## src/rtl/sseg_pkg.sv

```systemverilog
// Shared types and constants for the seven-segment scan controller.
// Segment table entries are full CA bytes with the decimal point off.
package sseg_pkg;

  typedef enum logic [1:0] {
    IDLE,
    BLANK,
    DRIVE
  } state_t;

  localparam logic [7:0] SEG_BLANK = 8'hFF;

  // Index 15 (F) first, index 0 last.
  localparam logic [15:0][7:0] SEG_TABLE = {
    8'h8E, 8'h86, 8'hA1, 8'hC6, 8'h83, 8'h88, 8'h90, 8'h80,
    8'hF8, 8'h82, 8'h92, 8'h99, 8'hB0, 8'hA4, 8'hF9, 8'hC0
  };

endpackage

```

## src/rtl/sseg_decode.sv

```systemverilog
// Combinational hex nibble + decimal point to active-low cathode byte.
module sseg_decode
  import sseg_pkg::*;
(
  input  logic [3:0] nibble,
  input  logic       dp,
  output logic [7:0] ca
);

  assign ca = {~dp, SEG_TABLE[nibble][6:0]};

endmodule

```

## src/rtl/sseg_scan_ctrl.sv

```systemverilog
// Scan controller for a multiplexed common-anode display; frames are swapped only at
// frame boundaries, every slot opens with a blanking gap, all outputs are registered.
module sseg_scan_ctrl
  import sseg_pkg::*;
#(
  parameter int N_DIGITS  = 8,
  parameter int TICK_DIV  = 100000,
  parameter int BLANK_CYC = 16
) (
  input  logic                  CLK,
  input  logic                  RST_N,
  input  logic [4*N_DIGITS-1:0] DIGITS_IN,
  input  logic [N_DIGITS-1:0]   DP_IN,
  input  logic [N_DIGITS-1:0]   EN_IN,
  input  logic                  LOAD_REQ,
  output logic                  LOAD_ACK,
  output logic [7:0]            SSEG_CA,
  output logic [N_DIGITS-1:0]   SSEG_AN,
  output logic                  FRAME_START
);

  localparam int IW = (N_DIGITS > 1) ? $clog2(N_DIGITS) : 1;
  localparam int CW = (TICK_DIV > 1) ? $clog2(TICK_DIV) : 1;

  state_t                state_q, state_d;
  logic [CW-1:0]         cnt_q, cnt_d;
  logic [IW-1:0]         idx_q, idx_d;
  logic [4*N_DIGITS-1:0] dig_q;
  logic [N_DIGITS-1:0]   dp_q, en_q;

  logic                  above_found;
  logic [IW-1:0]         above_idx, low_sh, low_in;
  logic                  slot_end, boundary, load, fs_d;
  logic [3:0]            nib;
  logic                  dp_sel;
  logic [7:0]            dec_ca, ca_d;
  logic [N_DIGITS-1:0]   an_d;

  // Descending scans leave the lowest matching index behind.
  always_comb begin
    above_found = 1'b0;
    above_idx   = '0;
    low_sh      = '0;
    low_in      = '0;
    for (int i = N_DIGITS - 1; i >= 0; i--) begin
      if (en_q[i]) low_sh = IW'(i);
      if (EN_IN[i]) low_in = IW'(i);
      if (en_q[i] && (IW'(i) > idx_q)) begin
        above_found = 1'b1;
        above_idx   = IW'(i);
      end
    end
  end

  assign slot_end = (state_q != IDLE) && (cnt_q == CW'(TICK_DIV - 1));
  assign boundary = slot_end && !above_found;
  assign load     = LOAD_REQ && ((state_q == IDLE) || boundary);

  always_comb begin
    state_d = state_q;
    cnt_d   = cnt_q;
    idx_d   = idx_q;
    fs_d    = 1'b0;
    if (load) begin
      cnt_d = '0;
      if (EN_IN == '0) begin
        state_d = IDLE;
        idx_d   = '0;
      end else begin
        state_d = BLANK;
        idx_d   = low_in;
        fs_d    = 1'b1;
      end
    end else if (state_q == IDLE) begin
      cnt_d = '0;
    end else if (slot_end) begin
      // No load at a boundary: the current frame simply repeats.
      state_d = BLANK;
      cnt_d   = '0;
      idx_d   = above_found ? above_idx : low_sh;
      fs_d    = boundary;
    end else begin
      cnt_d = cnt_q + 1'b1;
      if (cnt_d == CW'(BLANK_CYC)) state_d = DRIVE;
    end
  end

  // Shadow contents cannot change while entering DRIVE, so the registered copy is current.
  always_comb begin
    nib    = '0;
    dp_sel = 1'b0;
    for (int i = 0; i < N_DIGITS; i++) begin
      if (IW'(i) == idx_d) begin
        nib    = dig_q[4*i +: 4];
        dp_sel = dp_q[i];
      end
    end
  end

  sseg_decode u_decode (
    .nibble (nib),
    .dp     (dp_sel),
    .ca     (dec_ca)
  );

  always_comb begin
    an_d = '1;
    ca_d = SEG_BLANK;
    if (state_d == DRIVE) begin
      an_d[idx_d] = 1'b0;
      ca_d        = dec_ca;
    end
  end

  always_ff @(posedge CLK) begin
    if (!RST_N) begin
      state_q     <= IDLE;
      cnt_q       <= '0;
      idx_q       <= '0;
      dig_q       <= '0;
      dp_q        <= '0;
      en_q        <= '0;
      LOAD_ACK    <= 1'b0;
      FRAME_START <= 1'b0;
      SSEG_AN     <= '1;
      SSEG_CA     <= SEG_BLANK;
    end else begin
      state_q     <= state_d;
      cnt_q       <= cnt_d;
      idx_q       <= idx_d;
      LOAD_ACK    <= load;
      FRAME_START <= fs_d;
      SSEG_AN     <= an_d;
      SSEG_CA     <= ca_d;
      if (load) begin
        dig_q <= DIGITS_IN;
        dp_q  <= DP_IN;
        en_q  <= EN_IN;
      end
    end
  end

endmodule

```

## config.mk

```make
export PLATFORM = sky130hd
export DESIGN_NAME = sseg_scan_ctrl
export DESIGN_NICKNAME = d
export VERILOG_FILES = /design/src/rtl/sseg_pkg.sv /design/src/rtl/sseg_decode.sv /design/src/rtl/sseg_scan_ctrl.sv
export SDC_FILE = /design/constraint.sdc
export NUM_CORES = 1
export LEC_CHECK = 0
export ABC_AREA = 1
export ABC_CLOCK_PERIOD_IN_PS = 3400
export BUFFER_PORTS_ARGS = -buffer_cell sky130_fd_sc_hd__buf_2
export CAP_MARGIN = 20
export CORE_MARGIN = 3
export CORE_UTILIZATION = 40
export CTS_CLUSTER_SIZE = 10
export DETAILED_ROUTE_END_ITERATION = 10
export GPL_ROUTABILITY_DRIVEN = 0
export HOLD_SLACK_MARGIN = 0.02
export REMOVE_ABC_BUFFERS = 1
export SLEW_MARGIN = 20
export SYNTH_ARGS = -nofsm -noshare
export SYNTH_HDL_FRONTEND = slang
export SYNTH_SLANG_ARGS = --single-unit
```

## constraint.sdc

```tcl
create_clock -name CLK -period 3.4 [get_ports CLK]
set_input_delay 0.34 -clock CLK [delete_from_list [all_inputs] [get_ports CLK]]
set_output_delay 0.34 -clock CLK [all_outputs]
set_load 0.05 [all_outputs]
```

Word level (Yosys, flattened, before mapping)
Memories as Yosys holds them, arrays and structs flattened. A register that Yosys moved wholly into a read port is not among the register bits.
Cells that the tools add are included.
- bitwise gates (word level): 3
- mux-type cells: 65
- shift operators: 0
- divide/modulo/power cells: 0
- equality and inequality tests: 10
- reductions and logical operators: 21
- multiply operators: 0
- magnitude comparators: 11
- add/subtract/negate cells: 1
- operators by type and width (cell ; count):
    3-bit two-way mux ; 29
    4-bit two-way mux ; 8
    1-bit two-way mux ; 22
    17-bit by 1-bit adder with 17-bit output, second input constant ; 1
    17-bit equality test, second input constant ; 1
    17-bit by 5-bit equality test with 1-bit output, second input constant ; 1
    3-bit equality test, first input constant ; 4
    3-bit > comparator, first input constant ; 4
    1-bit logical AND ; 12
    8-bit zero test ; 1
    2-bit two-way mux ; 4
    8-bit NOT ; 1
    7-bit two-way mux ; 1
    2-bit by 3-bit equality test with 1-bit output, first input constant ; 2
    1-bit by 3-bit > comparator with 1-bit output, first input constant ; 2
    2-bit by 3-bit > comparator with 1-bit output, first input constant ; 2
    4-bit by 5-bit less-than comparator with 1-bit output, second input constant ; 1
    3-bit by 4-bit less-than comparator with 1-bit output, second input constant ; 1
    4-bit OR reduction ; 1
    1-bit demux with 3-bit select ; 1
    1-bit by 3-bit equality test with 1-bit output, first input constant ; 1
    3-bit by 1-bit greater-or-equal comparator with 1-bit output, second input constant ; 1
    3-bit zero test ; 1
    2-bit equality test, second input constant ; 1
    other kinds (6) ; 8
- bits in latches: 0
- RAM bits: 0
- output and inout port bits: 18
- memories kept: 1
- bits of input ports: 51
- ROM bits: 128
- bits in registers: 88
- memories (name ; depth ; width ; read ports ; clocked after memory_dff ; write ports ; RTL line ; source):
    (no name shown) ; 16 ; 8 ; 1 ; 1 ; 0 ; sseg_decode.sv:10 ; assign ca = {~dp, SEG_TABLE[nibble][6:0]};

Longest topological paths before layout
Gate-level depths: netlist of the first run.
- depth in word-level cells: 26
- depth in mapped cells: 26

By module
A second synthesis of the first run with hierarchy kept.
- cell total of the unflattened synthesis: 646
- area total of the unflattened synthesis: 4367.9 um^2
- modules (own cells, without submodules) (module ; cells each ; instances ; sequential area each (um^2) ; area an instance (um^2)):
    sseg_scan_ctrl ; 596 ; 1 ; 1761.7 ; 4090.2
    sseg_decode ; 50 ; 1 ; 0.0 ; 277.8

Least setup slack after synthesis of the first run
OpenSTA, ideal clock, no wires.
- path kind: reg2reg
- start point: register cnt_q[0]
- end point: register SSEG_CA[1]
- data arrival time: 2750 ps
- stages on the path, launching flop included: 25
- library setup time: 115 ps
- slack: 535 ps
- buffers on the path: 1
- path through: dfxtp_1 > ha_1 > nand3_2 > nor2_4 > nand3_2 > nor2_8 > nand3_4 > nand2_4 > nand2_4 > buf_6 > nand2_4 > nand2_4 > nor2_8 > nand2_2 > nor2_1 > nor2_1 > nand2_1 > nand2_1 > nand2_1 > inv_1 > ha_1 > inv_1 > nor2_1 > a21oi_1 > nand2_1
- word-level cells in the longest chain between the ends: 15
- elaborated cells between the ends (all ways): 33
- those cells by class: 1 x add/sub; 10 x eq/ne; 15 x mux; 7 x reduce/logical
- RTL lines (what ; RTL line ; source):
    start: declaration ; sseg_scan_ctrl.sv:26 ; logic [CW-1:0] cnt_q, cnt_d;
    start signal: assignment ; sseg_scan_ctrl.sv:129 ; cnt_q <= cnt_d;
    branches (longest 15 deep; another with 17-bit by 1-bit adder with 17-bit output) ; - ;
    end: declaration ; sseg_scan_ctrl.sv:17 ; output logic [7:0] SSEG_CA,
Parallel ways; which one is timed is not known.
A chain may end at the register's enable or synchronous reset.

Worst setup path in the final report of the first run
- start point: register cnt_q[0]
- end point: register SSEG_CA[5]
Same word-level chain as after synthesis.

==> summary.md, run 1 <==
• **status** complete, no violations
• **drt wl/cell** 12.3 um
• **number of buffers between clock root and the deepest sink** 2
• **proportion of power drawn by the clock network** 29.2%
• **area fraction in compound gates after synthesis** 10.5%
• **Fin Clk Skew** 0.0104 ns
• **transition at the pin with the smallest max-transition slack** 0.467 ns
• **Placement Cell Area** 4800 sq um
• **clock net sink count** 88
• **post-route ant nets** 0
• **fraction of synthesized cell area taken by the top area cell type** 40.6%
• **highest ir drop seen on vdd** 0.000302 V
• **XOR/XNOR share of the synthesized area** 2.83%
• **share of the clock period used by the worst path after layout** 92.2%
• **sequential cell area fraction in the yosys report** 40.6%
• **number of antenna diodes** 0
• **core region area** 10400 sq um
• **worst path required time** 3.64 ns
• **ratio of total power to cell area** 455 nW/um^2
• **number of vias in the routed layout** 4004
• **dominant combinational cell family by area after synthesis** simple AND/OR/NAND/NOR gates
• **Setup TNS Final** 0 ns
• **area of the mapped netlist** 4340 sq um
• **vias in the first global route** 3735
• **maximum net fanout on the critical path** 11
• **global-route wire length before repair** 17.0 mm
• **fraction of layout instances using a drive strength above 1** 21.2%
• **relative slew slack** 68.7%
• **basic-gate share of the synthesized area counting and, or, nand and nor cells** 36.9%
• **worst skew pair latency** 0.36 ns
• **Static Leak** 2.28 nW
• **utilization after layout** 48.7%
• **pin count of the biggest net entering global routing** 49
• **number of pins exceeding their max-slew limit in the final report** 0
• **routed wire length** 10.2 mm
• **syn avg cell area** 6.98 sq um
• **global route total overflow** 0
• **Internal Power** 0.00156 W
• **post-route design area** 5080 sq um
• **half-perimeter wire length after detailed placement** 7.79 mm
• **via/cell ratio** 4.81
• **clock slew seen by the registers of the worst setup and hold paths** 0.09 ns
• **clock root buffer master** sky130_fd_sc_hd__clkbuf_8
• **1st-iter DRT viols** 205
• **Final nets** 750
• **Die X-Extent** 110 um
• **combinational share of power** 21.5%
• **count of input and output buffers** 68
• **number of core rows** 37
• **Die Height** 110 um
• **multiplexer share of the synthesized area** 0%
• **top area cells in the synthesized netlist** sky130_fd_sc_hd__dfxtp_1 (41%), sky130_fd_sc_hd__nor2_1 (12%), sky130_fd_sc_hd__nand2_1 (11%)
• **largest area contributor in the synthesized netlist** sky130_fd_sc_hd__dfxtp_1
• **filler instances** 1103
• **number of endpoints failing setup at the final stage** 0
• **CTS H-tree lvls** 3
• **area growth from synthesis to layout** 17.1%
• **area of the die** 12100 sq um
• **number of different library cells in the post-synthesis netlist** 37
• **number of buffers created by CTS** 9
• **hold bufs inserted after CTS** 0
• **adder-cell area share of the yosys netlist** 2.02%
• **switching power** 0.000750 W
• **starting density of the core** 41.6%
• **reported max-cap violation count** 0
• **initial antenna violation count** 0
• **Post-route DRC** 0
• **part of the total power dissipated in sequential elements** 49.3%
• **post-synthesis sequential element count** 88
• **First-pass DRT Iterations** 4
• **Worst Hold Class** input pin to register
• **achievable clock frequency** 319 MHz
• **Mapped Cells** 621
• **Arrival @ worst endpoint** 3.38 ns
• **CTS tree** built
• **overall track demand over capacity in global routing** 17.8%
• **number of failing hold endpoints at the final stage** 0
• **start-to-end type of the worst setup path** register to register
• **critical path startpoint category** register
• **io pins** 69
• **worst hold-check slack** 0.218 ns
• **post-layout minimum cycle time** 3.13 ns
• **Net Sw Frac** 32.5%
• **YS warnings** 0
• **endpoint type of the worst setup path** register
-- Yosys cell counts --
master                       n
sky130_fd_sc_hd__nand2_4     8
sky130_fd_sc_hd__a21oi_1    23
sky130_fd_sc_hd__nand3_1    36
sky130_fd_sc_hd__clkbuf_1   15
sky130_fd_sc_hd__buf_2       1
sky130_fd_sc_hd__nor3_1     12
sky130_fd_sc_hd__o211ai_1    1
sky130_fd_sc_hd__nand3_2     2
sky130_fd_sc_hd__xor2_1     11
sky130_fd_sc_hd__nand2_2     8
sky130_fd_sc_hd__nand4_1     6
sky130_fd_sc_hd__xnor2_1     3
sky130_fd_sc_hd__o21bai_1    1
sky130_fd_sc_hd__a31oi_1     1
sky130_fd_sc_hd__o21ai_1     4
sky130_fd_sc_hd__clkinv_1    1
sky130_fd_sc_hd__buf_6       3
sky130_fd_sc_hd__ha_1        7
sky130_fd_sc_hd__a21oi_4     1
sky130_fd_sc_hd__o21ai_0    52
sky130_fd_sc_hd__inv_1      47
sky130_fd_sc_hd__nor2_1    135
sky130_fd_sc_hd__or2_2       1
sky130_fd_sc_hd__nand2_1   125
sky130_fd_sc_hd__o22ai_1     1
sky130_fd_sc_hd__buf_4       1
sky130_fd_sc_hd__nor4_1      3
sky130_fd_sc_hd__nor2_4      5
sky130_fd_sc_hd__nand3b_1    1
sky130_fd_sc_hd__nand3_4     1
sky130_fd_sc_hd__a21oi_2     1
sky130_fd_sc_hd__inv_2       6
sky130_fd_sc_hd__dfxtp_1    88
sky130_fd_sc_hd__nor2_8      2
sky130_fd_sc_hd__nor2_2      6
sky130_fd_sc_hd__buf_1       1
sky130_fd_sc_hd__o21ai_2     1
-- final timing paths --
path                     start          to  slack (ns)  cells past startpoint
setup / recovery      cnt_q[0]  SSEG_CA[5]        0.27                     24
hold / removal    DIGITS_IN[3]    dig_q[3]        0.22                      3
setup reg to reg      cnt_q[0]  SSEG_CA[5]        0.27                     24
hold reg to reg       cnt_q[0]    cnt_q[0]        0.43                      1
-- kinds of logic (layout without fill, tap and decap cells) --
logic type                 count (synthesis)  in the layout
and+or+nand+nor                          351            351
DFF                                       88             88
AOI/OAI and AO/OA                         86             86
buffers and inverters                     75            151
xor gates and xnor gates                  14             14
adders and majority gates                  7              7
-- per-stage QoR --
step	power, W	cells	setup WS (ns)
2_1_floorplan	0.00149	600	0.0141
3_3_place_gp	0.00163	812	0.319
3_5_place_dp	0.00164	812	0.159
4_1_cts	0.00231	828	0.145
5_1_grt	0.00245	833	-0.0257
6_report	0.00231	833	0.266
-- cells in the final DEF, fill, tap and decap left out, types with 2 or more instances in the layout --
cell type                    n
sky130_fd_sc_hd__a21oi_1    22
sky130_fd_sc_hd__a21oi_4     2
sky130_fd_sc_hd__buf_2      68
sky130_fd_sc_hd__buf_4      13
sky130_fd_sc_hd__clkbuf_8   10
sky130_fd_sc_hd__clkinv_2    2
sky130_fd_sc_hd__clkinv_4    2
sky130_fd_sc_hd__dfxtp_1    87
sky130_fd_sc_hd__ha_1        6
sky130_fd_sc_hd__inv_1      45
sky130_fd_sc_hd__inv_2       8
sky130_fd_sc_hd__nand2_1   122
sky130_fd_sc_hd__nand2_2     9
sky130_fd_sc_hd__nand2_4     8
sky130_fd_sc_hd__nand2_8     2
sky130_fd_sc_hd__nand3_1    36
sky130_fd_sc_hd__nand3_2     2
sky130_fd_sc_hd__nand4_1     6
sky130_fd_sc_hd__nor2_1    134
sky130_fd_sc_hd__nor2_2      6
sky130_fd_sc_hd__nor2_4      6
sky130_fd_sc_hd__nor2_8      2
sky130_fd_sc_hd__nor3_1     12
sky130_fd_sc_hd__nor4_1      3
sky130_fd_sc_hd__o21ai_0    52
sky130_fd_sc_hd__o21ai_1     4
sky130_fd_sc_hd__xnor2_1     3
sky130_fd_sc_hd__xor2_1     11
-- state kept, by name, summed over array words and instances, names as in the netlist --
register	count
dig_q	32
idx_q	3
LOAD_ACK	1
SSEG_CA	8
SSEG_AN	8
cnt_q	17
dp_q	8
state_q	2
en_q	8
FRAME_START	1
-- power by group through the flow --
stage,logic (W),registers (W),clock network [W]
2_1_floorplan,0.000321,0.00117,0
3_3_place_gp,0.000470,0.00116,0
3_5_place_dp,0.000476,0.00116,0
4_1_cts,0.000477,0.00114,0.000697
5_1_grt,0.000568,0.00115,0.000738
6_report,0.000495,0.00114,0.000675
-- worst max-delay path: stages, from the launching register on --
cell	delay, ns
sky130_fd_sc_hd__dfxtp_2	0.35
sky130_fd_sc_hd__ha_2	0.20
sky130_fd_sc_hd__nand3_2	0.11
sky130_fd_sc_hd__nor2_4	0.15
sky130_fd_sc_hd__nand3_2	0.12
sky130_fd_sc_hd__nor2_8	0.19
sky130_fd_sc_hd__nand3_4	0.12
sky130_fd_sc_hd__nand2_4	0.10
sky130_fd_sc_hd__nand2_4	0.11
sky130_fd_sc_hd__nor2_4	0.16
sky130_fd_sc_hd__inv_2	0.08
sky130_fd_sc_hd__nand2_8	0.12
sky130_fd_sc_hd__nor2_4	0.06
sky130_fd_sc_hd__nand2_1	0.06
sky130_fd_sc_hd__nand2_1	0.05
sky130_fd_sc_hd__nor2_1	0.12
sky130_fd_sc_hd__nand2_1	0.08
sky130_fd_sc_hd__nand2_1	0.10
sky130_fd_sc_hd__nand2_2	0.10
sky130_fd_sc_hd__buf_4	0.14
sky130_fd_sc_hd__ha_1	0.22
sky130_fd_sc_hd__nand2_2	0.09
sky130_fd_sc_hd__o21ai_1	0.06
sky130_fd_sc_hd__nand2_1	0.06
sky130_fd_sc_hd__nand3_1	0.06
-- what timing repair did --
item	in CTS	in global routing
gates resized for setup	0	15
endpoints found under the setup margin	0	7
buffers inserted	0	5
-- routing by layer --
layer | track usage, % | routed length, um | up-vias
met3 | 3.96 | 474 | 14
met4 | 5.19 | 148 | 0
li1 | - | - | 2108
met5 | 0 | 0 | -
met2 | 29.9 | 4700 | 76
met1 | 22.8 | 4900 | 1806
-- layout make-up --
cell class,count,area (sq um),share of cell area (%)
clock buffers,10,138,2.71
clock inverters,6,43.8,0.863
inverters,54,203,3.99
multi-input cells,458,2320,45.7
flip-flops and latches,88,1760,34.7
well taps,136,170,3.35
repair buffers,81,438,8.63
(Power assumes the default switching activity.)
==> run 2, diff against run 1 <==
--- a/config.mk
+++ b/config.mk
@@ -10,7 +10,7 @@
 export BUFFER_PORTS_ARGS = -buffer_cell sky130_fd_sc_hd__buf_2
 export CAP_MARGIN = 20
 export CORE_MARGIN = 3
-export CORE_UTILIZATION = 40
+export CORE_UTILIZATION = 30
 export CTS_CLUSTER_SIZE = 10
 export DETAILED_ROUTE_END_ITERATION = 10
 export GPL_ROUTABILITY_DRIVEN = 0
==> summary.md, run 2 (same netlist as run 1, synthesis figures left out) <==
• **clock root buffer master** sky130_fd_sc_hd__clkbuf_16
• **vias in the first global route** 3762, +0.72%
• **overall track demand over capacity in global routing** 13.5%, -4.2 points
• **count of input and output buffers** 68, unchanged
• **CTS tree** built
• **biggest regs** dig_q x32, cnt_q x17
• **number of vias in the routed layout** 3908, -2.4%
• **Reg-to-Reg Start** cnt_q[0]
• **setup repair after global routing missed its margin** false
• **number of core rows** 43, +16%
• **cell with the biggest individual delay on the critical path** sky130_fd_sc_hd__dfxtp_1
• **critical path startpoint category** register
• **cell depth of the worst hold path** 3, unchanged
• **share of the clock period used by the worst path after layout** 90.4%, -1.7 points
• **area growth from synthesis to layout** 20.6%
• **worst min-delay path endpoint** dig_q[15]
• **transition at the pin with the smallest max-transition slack** 0.500 ns, +0.0327 ns
• **global route total overflow** 0, unchanged
• **worst skew pair latency** 0.34 ns, -0.02 ns
• **drt wl/cell** 11.8 um, -3.4%
• **Die X-Extent** 126 um, +15%
• **Arrival @ worst endpoint** 3.31 ns, -0.07 ns
• **count of placed standard cells including taps** 855, +5.3%
• **ratio of total power to cell area** 514 nW/um^2, +13%
• **PnR Total Power** 0.00269 W, +17%
• **Worst Hold Class** input pin to register
• **Setup TNS Final** 0 ns, unchanged
• **half-perimeter wire length after detailed placement** 7.87 mm, +1.1%
• **number of cells traversed by the worst register-to-register path** 23, -4.2%
• **number of buffers between clock root and the deepest sink** 2, unchanged
• **clock net sink count** 88, unchanged
• **slack of the worst reg-to-reg path** 0.33 ns, +0.06 ns
• **number of buffers created by CTS** 9, unchanged
• **area of the die** 15900 sq um, +31%
• **endpoint of the lowest-slack register-to-register path** SSEG_CA[1]
• **CTS H-tree lvls** 3, unchanged
• **number of endpoints failing setup at the final stage** 0, unchanged
• **1st-iter DRT viols** 257, +25%
• **number of failing hold endpoints at the final stage** 0, unchanged
• **First-pass DRT Iterations** 4, unchanged
• **io pins** 69, unchanged
• **commonest non-fill, non-tap cells in the layout** sky130_fd_sc_hd__nor2_1 (135), sky130_fd_sc_hd__nand2_1 (122), sky130_fd_sc_hd__dfxtp_1 (88)
• **starting density of the core** 31.0%, -11 points
• **fraction of layout instances using a drive strength above 1** 20.1%, -1.1 points
• **Fin Clk Skew** 0.00779 ns, -0.00260 ns
• **worst hold-check slack** 0.243 ns, +0.0247 ns
• **Die Height** 126 um, +15%
• **reported max-cap violation count** 0, unchanged
• **Final nets** 745, -0.67%
• **Placement Cell Area** 4850 sq um, +0.99%
• **maximum net fanout on the critical path** 7, -4
• **highest ir drop seen on vdd** 0.000268 V, -11%
• **global-route wire length before repair** 17.7 mm, +4.1%
• **origin of the worst min-delay path** DIGITS_IN[15]
• **achievable clock frequency** 325 MHz, +1.9%
• **worst path required time** 3.64 ns, about the same
• **start-to-end type of the worst setup path** register to register
• **number of antenna diodes** 0, unchanged
• **non-filler instance count after layout** 872, +4.7%
• **core region area** 14000 sq um, +34%
• **relative slew slack** 66.4%, -2.3 points
• **routed wire length** 10.3 mm, +1.1%
• **most common cell after layout, fill and taps aside** sky130_fd_sc_hd__nor2_1
• **delay contributed by the slowest stage of the critical path** 0.36 ns, about the same
• **post-layout minimum cycle time** 3.07 ns, -0.0591 ns
• **via/cell ratio** 4.48, -6.8%
• **endpoint type of the worst setup path** register
• **Static Leak** 2.31 nW, +1.4%
• **post-route design area** 5230 sq um, +3.0%
• **initial antenna violation count** 0, unchanged
• **number of flip-flops under the largest register name** 32, unchanged
• **number of pins exceeding their max-slew limit in the final report** 0, unchanged
• **status** complete, no violations
• **pin count of the biggest net entering global routing** 49, unchanged
• **cell type with the highest occurrence count on the critical path** sky130_fd_sc_hd__nand2_1
• **post-route ant nets** 0, unchanged
• **Post-route DRC** 0, unchanged
• **Largest Register** dig_q
• **cells traversed along the worst timing path** ha_2, nand3_2, nor2_4, nand3_2, nor2_8, nand3_4, a21oi_4, nand2_2, nand2_4, nand2_4, nor2_4, nand2_1, nand2_1, nor2_1, nand2_1, nand2_1, nand2_2, inv_2, ha_1, inv_1, nor2_1, a21oi_1, nand2_1
• **clock slew seen by the registers of the worst setup and hold paths** 0.06 ns, -0.03 ns
-- run 2: changes by cell type in the layout (fill, tap and decap cells not counted), moves of 2 or more --
cell	change
sky130_fd_sc_hd__nor2_2	-2
sky130_fd_sc_hd__clkbuf_8	-10
sky130_fd_sc_hd__buf_4	-5
sky130_fd_sc_hd__bufinv_16	+2
sky130_fd_sc_hd__clkbuf_16	+9
-- run 2: worst max path at each step --
stage	from	to	slack (ns)
after floorplan	cnt_q[0]	SSEG_CA[1]	0.01
after global placement	cnt_q[0]	SSEG_CA[1]	0.22
after detailed placement	cnt_q[0]	SSEG_CA[1]	0.13
after CTS	cnt_q[0]	SSEG_CA[1]	0.12
after global routing	cnt_q[0]	SSEG_CA[3]	0.0009
final	cnt_q[0]	SSEG_CA[1]	0.33
-- run 2: critical path: cells and delay by family, from the launching register on --
| kind | cells | cell delay, ns |
|---|---|---|
| and+or+nand+nor | 17 | 1.67 |
| adders and majority gates | 2 | 0.51 |
| DFF | 1 | 0.36 |
| AOI/OAI and AO/OA | 2 | 0.30 |
| buffers and inverters | 2 | 0.13 |
-- run 2: layout make-up --
class / instances / area, sq um
Tap cell: 180 / 225
Sequential cell: 88 / 1760
Multi-Input combinational cell: 458 / 2320
Clock buffer: 10 / 229
Inverter: 54 / 203
Clock inverter: 6 / 92.6
Fill cell: 1508 / 8760
Timing Repair Buffer: 76 / 400
-- run 2: stage by stage --
stage,setup slack (ns),util (%)
6_report,0.326,37.4
5_1_grt,0.000905,37.4
4_1_cts,0.118,36.9
3_5_place_dp,0.128,34.7
3_3_place_gp,0.219,34.7
2_1_floorplan,0.0141,-
-- run 2: layer usage --
metal	GRT usage (%)	share of wire, %	up-vias
li1	-	-	2102
met1	18.1	50	1735
met2	21.5	45	61
met3	3.48	3.4	10
met4	4.29	1.6	0
met5	0	0	-
-- run 2: what timing repair did --
item / 4_1_cts / 5_1_grt
setup buffers: 0 / 1
setup endpoints to repair: 0 / 7
gates resized for setup: 0 / 12
hold buffers: 0 / 0
-- run 2: power breakdown --
part | leakage, nW | switching (W) | internal, W
clock network | 0.155 | 0.000413 | 0.000649
logic | 1.44 | 0.000324 | 0.000165
registers | 0.722 | 0.0000386 | 0.00110
==> run 3, diff against run 2 <==
--- a/config.mk
+++ b/config.mk
@@ -15,7 +15,6 @@
 export DETAILED_ROUTE_END_ITERATION = 10
 export GPL_ROUTABILITY_DRIVEN = 0
 export HOLD_SLACK_MARGIN = 0.02
-export REMOVE_ABC_BUFFERS = 1
 export SLEW_MARGIN = 20
 export SYNTH_ARGS = -nofsm -noshare
 export SYNTH_HDL_FRONTEND = slang
==> summary.md, run 3 (same netlist as run 1, synthesis figures left out) <==
• **number of flip-flops under the largest register name** 32, unchanged
• **number of antenna diodes** 0, unchanged
• **area growth from synthesis to layout** 20.8%
• **number of pins exceeding their max-slew limit in the final report** 0, unchanged
• **drt wl/cell** 11.9 um, +0.22%
• **commonest non-fill, non-tap cells in the layout** sky130_fd_sc_hd__nor2_1 (135), sky130_fd_sc_hd__nand2_1 (122), sky130_fd_sc_hd__dfxtp_1 (86)
• **global route total overflow** 0, unchanged
• **clock root buffer master** sky130_fd_sc_hd__clkbuf_16
• **global-route wire length before repair** 17.7 mm, about the same
• **reported max-cap violation count** 0, unchanged
• **Fin Clk Skew** 0.00875 ns, +0.000962 ns
• **CTS H-tree lvls** 3, unchanged
• **biggest regs** dig_q x32, cnt_q x17
• **number of buffers created by CTS** 9, unchanged
• **clock net sink count** 88, unchanged
• **Final nets** 747, +0.27%
• **Post-route DRC** 0, unchanged
• **setup repair after global routing missed its margin** false
• **post-layout minimum cycle time** 3.08 ns, +0.00870 ns
• **count of placed standard cells including taps** 854, -0.12%
• **worst hold-check slack** 0.244 ns, +0.00138 ns
• **Worst Slack Setup Final** 0.317 ns, -0.00870 ns
• **ratio of total power to cell area** 486 nW/um^2, -5.5%
• **First-pass DRT Iterations** 4, unchanged
• **worst skew pair latency** 0.34 ns, about the same
• **highest ir drop seen on vdd** 0.000252 V, -6.0%
• **area of the die** 15900 sq um, unchanged
• **endpoint type of the worst setup path** register
• **worst path required time** 3.64 ns, about the same
• **vias in the first global route** 3800, +1.0%
• **number of vias in the routed layout** 3876, -0.82%
• **status** complete, no violations
• **count of input and output buffers** 68, unchanged
• **most common cell after layout, fill and taps aside** sky130_fd_sc_hd__nor2_1
• **number of core rows** 43, unchanged
• **Setup TNS Final** 0 ns, unchanged
• **post-route ant nets** 0, unchanged
• **clock slew seen by the registers of the worst setup and hold paths** 0.06 ns, about the same
• **Worst Hold Class** input pin to register
• **transition at the pin with the smallest max-transition slack** 0.469 ns, -0.0313 ns
• **relative slew slack** 68.6%, +2.2 points
• **number of endpoints failing setup at the final stage** 0, unchanged
• **slack of the worst reg-to-reg path** 0.32 ns, about the same
• **initial antenna violation count** 0, unchanged
• **worst setup slack after placement** 0.0920 ns, -0.0361 ns
• **utilization after layout** 37.4%, +0.054 points
• **filler instances** 1527, +1.3%
• **core region area** 14000 sq um, unchanged
• **1st-iter DRT viols** 200, -22%
• **number of buffers between clock root and the deepest sink** 2, unchanged
• **fraction of layout instances using a drive strength above 1** 20.5%, +0.37 points
• **non-filler instance count after layout** 874, +0.23%
• **Die Height** 126 um, unchanged
• **achievable clock frequency** 324 MHz, -0.28%
• **CTS tree** built
• **via/cell ratio** 4.43, -1.0%
• **Static Leak** 2.32 nW, +0.16%
• **origin of the worst min-delay path** DIGITS_IN[4]
• **critical path startpoint category** register
• **starting density of the core** 31.0%, unchanged
• **Largest Register** dig_q
• **pin count of the biggest net entering global routing** 49, unchanged
• **Arrival @ worst endpoint** 3.32 ns, about the same
• **half-perimeter wire length after detailed placement** 8.08 mm, +2.7%
• **Reg-to-Reg Start** cnt_q[1]
• **start-to-end type of the worst setup path** register to register
• **share of the clock period used by the worst path after layout** 90.7%, +0.26 points
• **worst setup path startpoint** cnt_q[1]
• **io pins** 69, unchanged
• **number of failing hold endpoints at the final stage** 0, unchanged
• **nets in the synthesized netlist** 679
• **maximum net fanout on the critical path** 6, -1
• **overall track demand over capacity in global routing** 13.5%, -0.047 points
• **Die X-Extent** 126 um, unchanged
• **routed wire length** 10.4 mm, +0.45%
-- run 3: cell types whose count changed in the layout (fill, tap and decap cells not counted), sizes merged --
cell    previous run  this run
clkbuf            10        12
bufinv             2         0
buf               76        78
inv               54        53
clkinv             3         4
-- run 3: worst paths after layout --
kind / end / cells after the start
setup / recovery: SSEG_CA[1] / 23
hold / removal: dig_q[4] / 3
hold reg to reg: cnt_q[0] / 1
setup reg to reg: SSEG_CA[1] / 23
-- run 3: power by group --
part           internal, W  total, W  leakage (nW)  switching, W
Combinational     0.000166  0.000491          1.46      0.000324
Sequential         0.00110   0.00114         0.723     0.0000400
Clock             0.000517  0.000914         0.133      0.000397
-- run 3: routing by layer --
metal,vias up,GRT usage (%),wire (um)
li1,2104,-,-
met1,1714,18.0,5120
met2,53,21.8,4790
met3,5,3.94,383
met4,0,2.84,78
met5,-,0,0
-- run 3: through the flow --
step	power, W	area, sq um
3_5_place_dp	0.00164	4840
2_1_floorplan	0.00152	4340
3_3_place_gp	0.00164	4840
6_report	0.00254	5240
4_1_cts	0.00256	5120
5_1_grt	0.00270	5240
-- run 3: final cells by class --
| class | instances | area [sq um] | area share [%] |
|---|---|---|---|
| clock inverters | 4 | 30.0 | 0.574 |
| multi-input cells | 458 | 2350 | 44.9 |
| inverters | 54 | 203 | 3.87 |
| well taps | 180 | 225 | 4.30 |
| clock buffers | 12 | 246 | 4.71 |
| flip-flops and latches | 88 | 1760 | 33.7 |
| repair buffers | 78 | 415 | 7.93 |
-- run 3: timing repair --
item	in CTS	in global routing
resized for setup	0	18
endpoints found under the hold margin	0	0
endpoints found under the setup margin	0	7
buffers inserted	0	4
hold buffers	0	0
-- run 3: worst max-delay path, stage by stage (launching register included) --
cell	delay [ns]
sky130_fd_sc_hd__dfxtp_2	0.35
sky130_fd_sc_hd__ha_4	0.15
sky130_fd_sc_hd__nand3_2	0.10
sky130_fd_sc_hd__nor2_4	0.13
sky130_fd_sc_hd__nand3_2	0.13
sky130_fd_sc_hd__nor2_8	0.17
sky130_fd_sc_hd__nand3_4	0.11
sky130_fd_sc_hd__a21oi_4	0.24
sky130_fd_sc_hd__nand2_1	0.13
sky130_fd_sc_hd__nand2_4	0.14
sky130_fd_sc_hd__nand2_4	0.09
sky130_fd_sc_hd__nor2_4	0.14
sky130_fd_sc_hd__nand2_1	0.07
sky130_fd_sc_hd__nand2_1	0.06
sky130_fd_sc_hd__nor2_1	0.05
sky130_fd_sc_hd__nand2_1	0.05
sky130_fd_sc_hd__nand2_1	0.08
sky130_fd_sc_hd__nand2_2	0.12
sky130_fd_sc_hd__inv_1	0.09
sky130_fd_sc_hd__ha_1	0.30
sky130_fd_sc_hd__inv_1	0.07
sky130_fd_sc_hd__nor2_1	0.05
sky130_fd_sc_hd__a21oi_1	0.12
sky130_fd_sc_hd__nand2_1	0.06
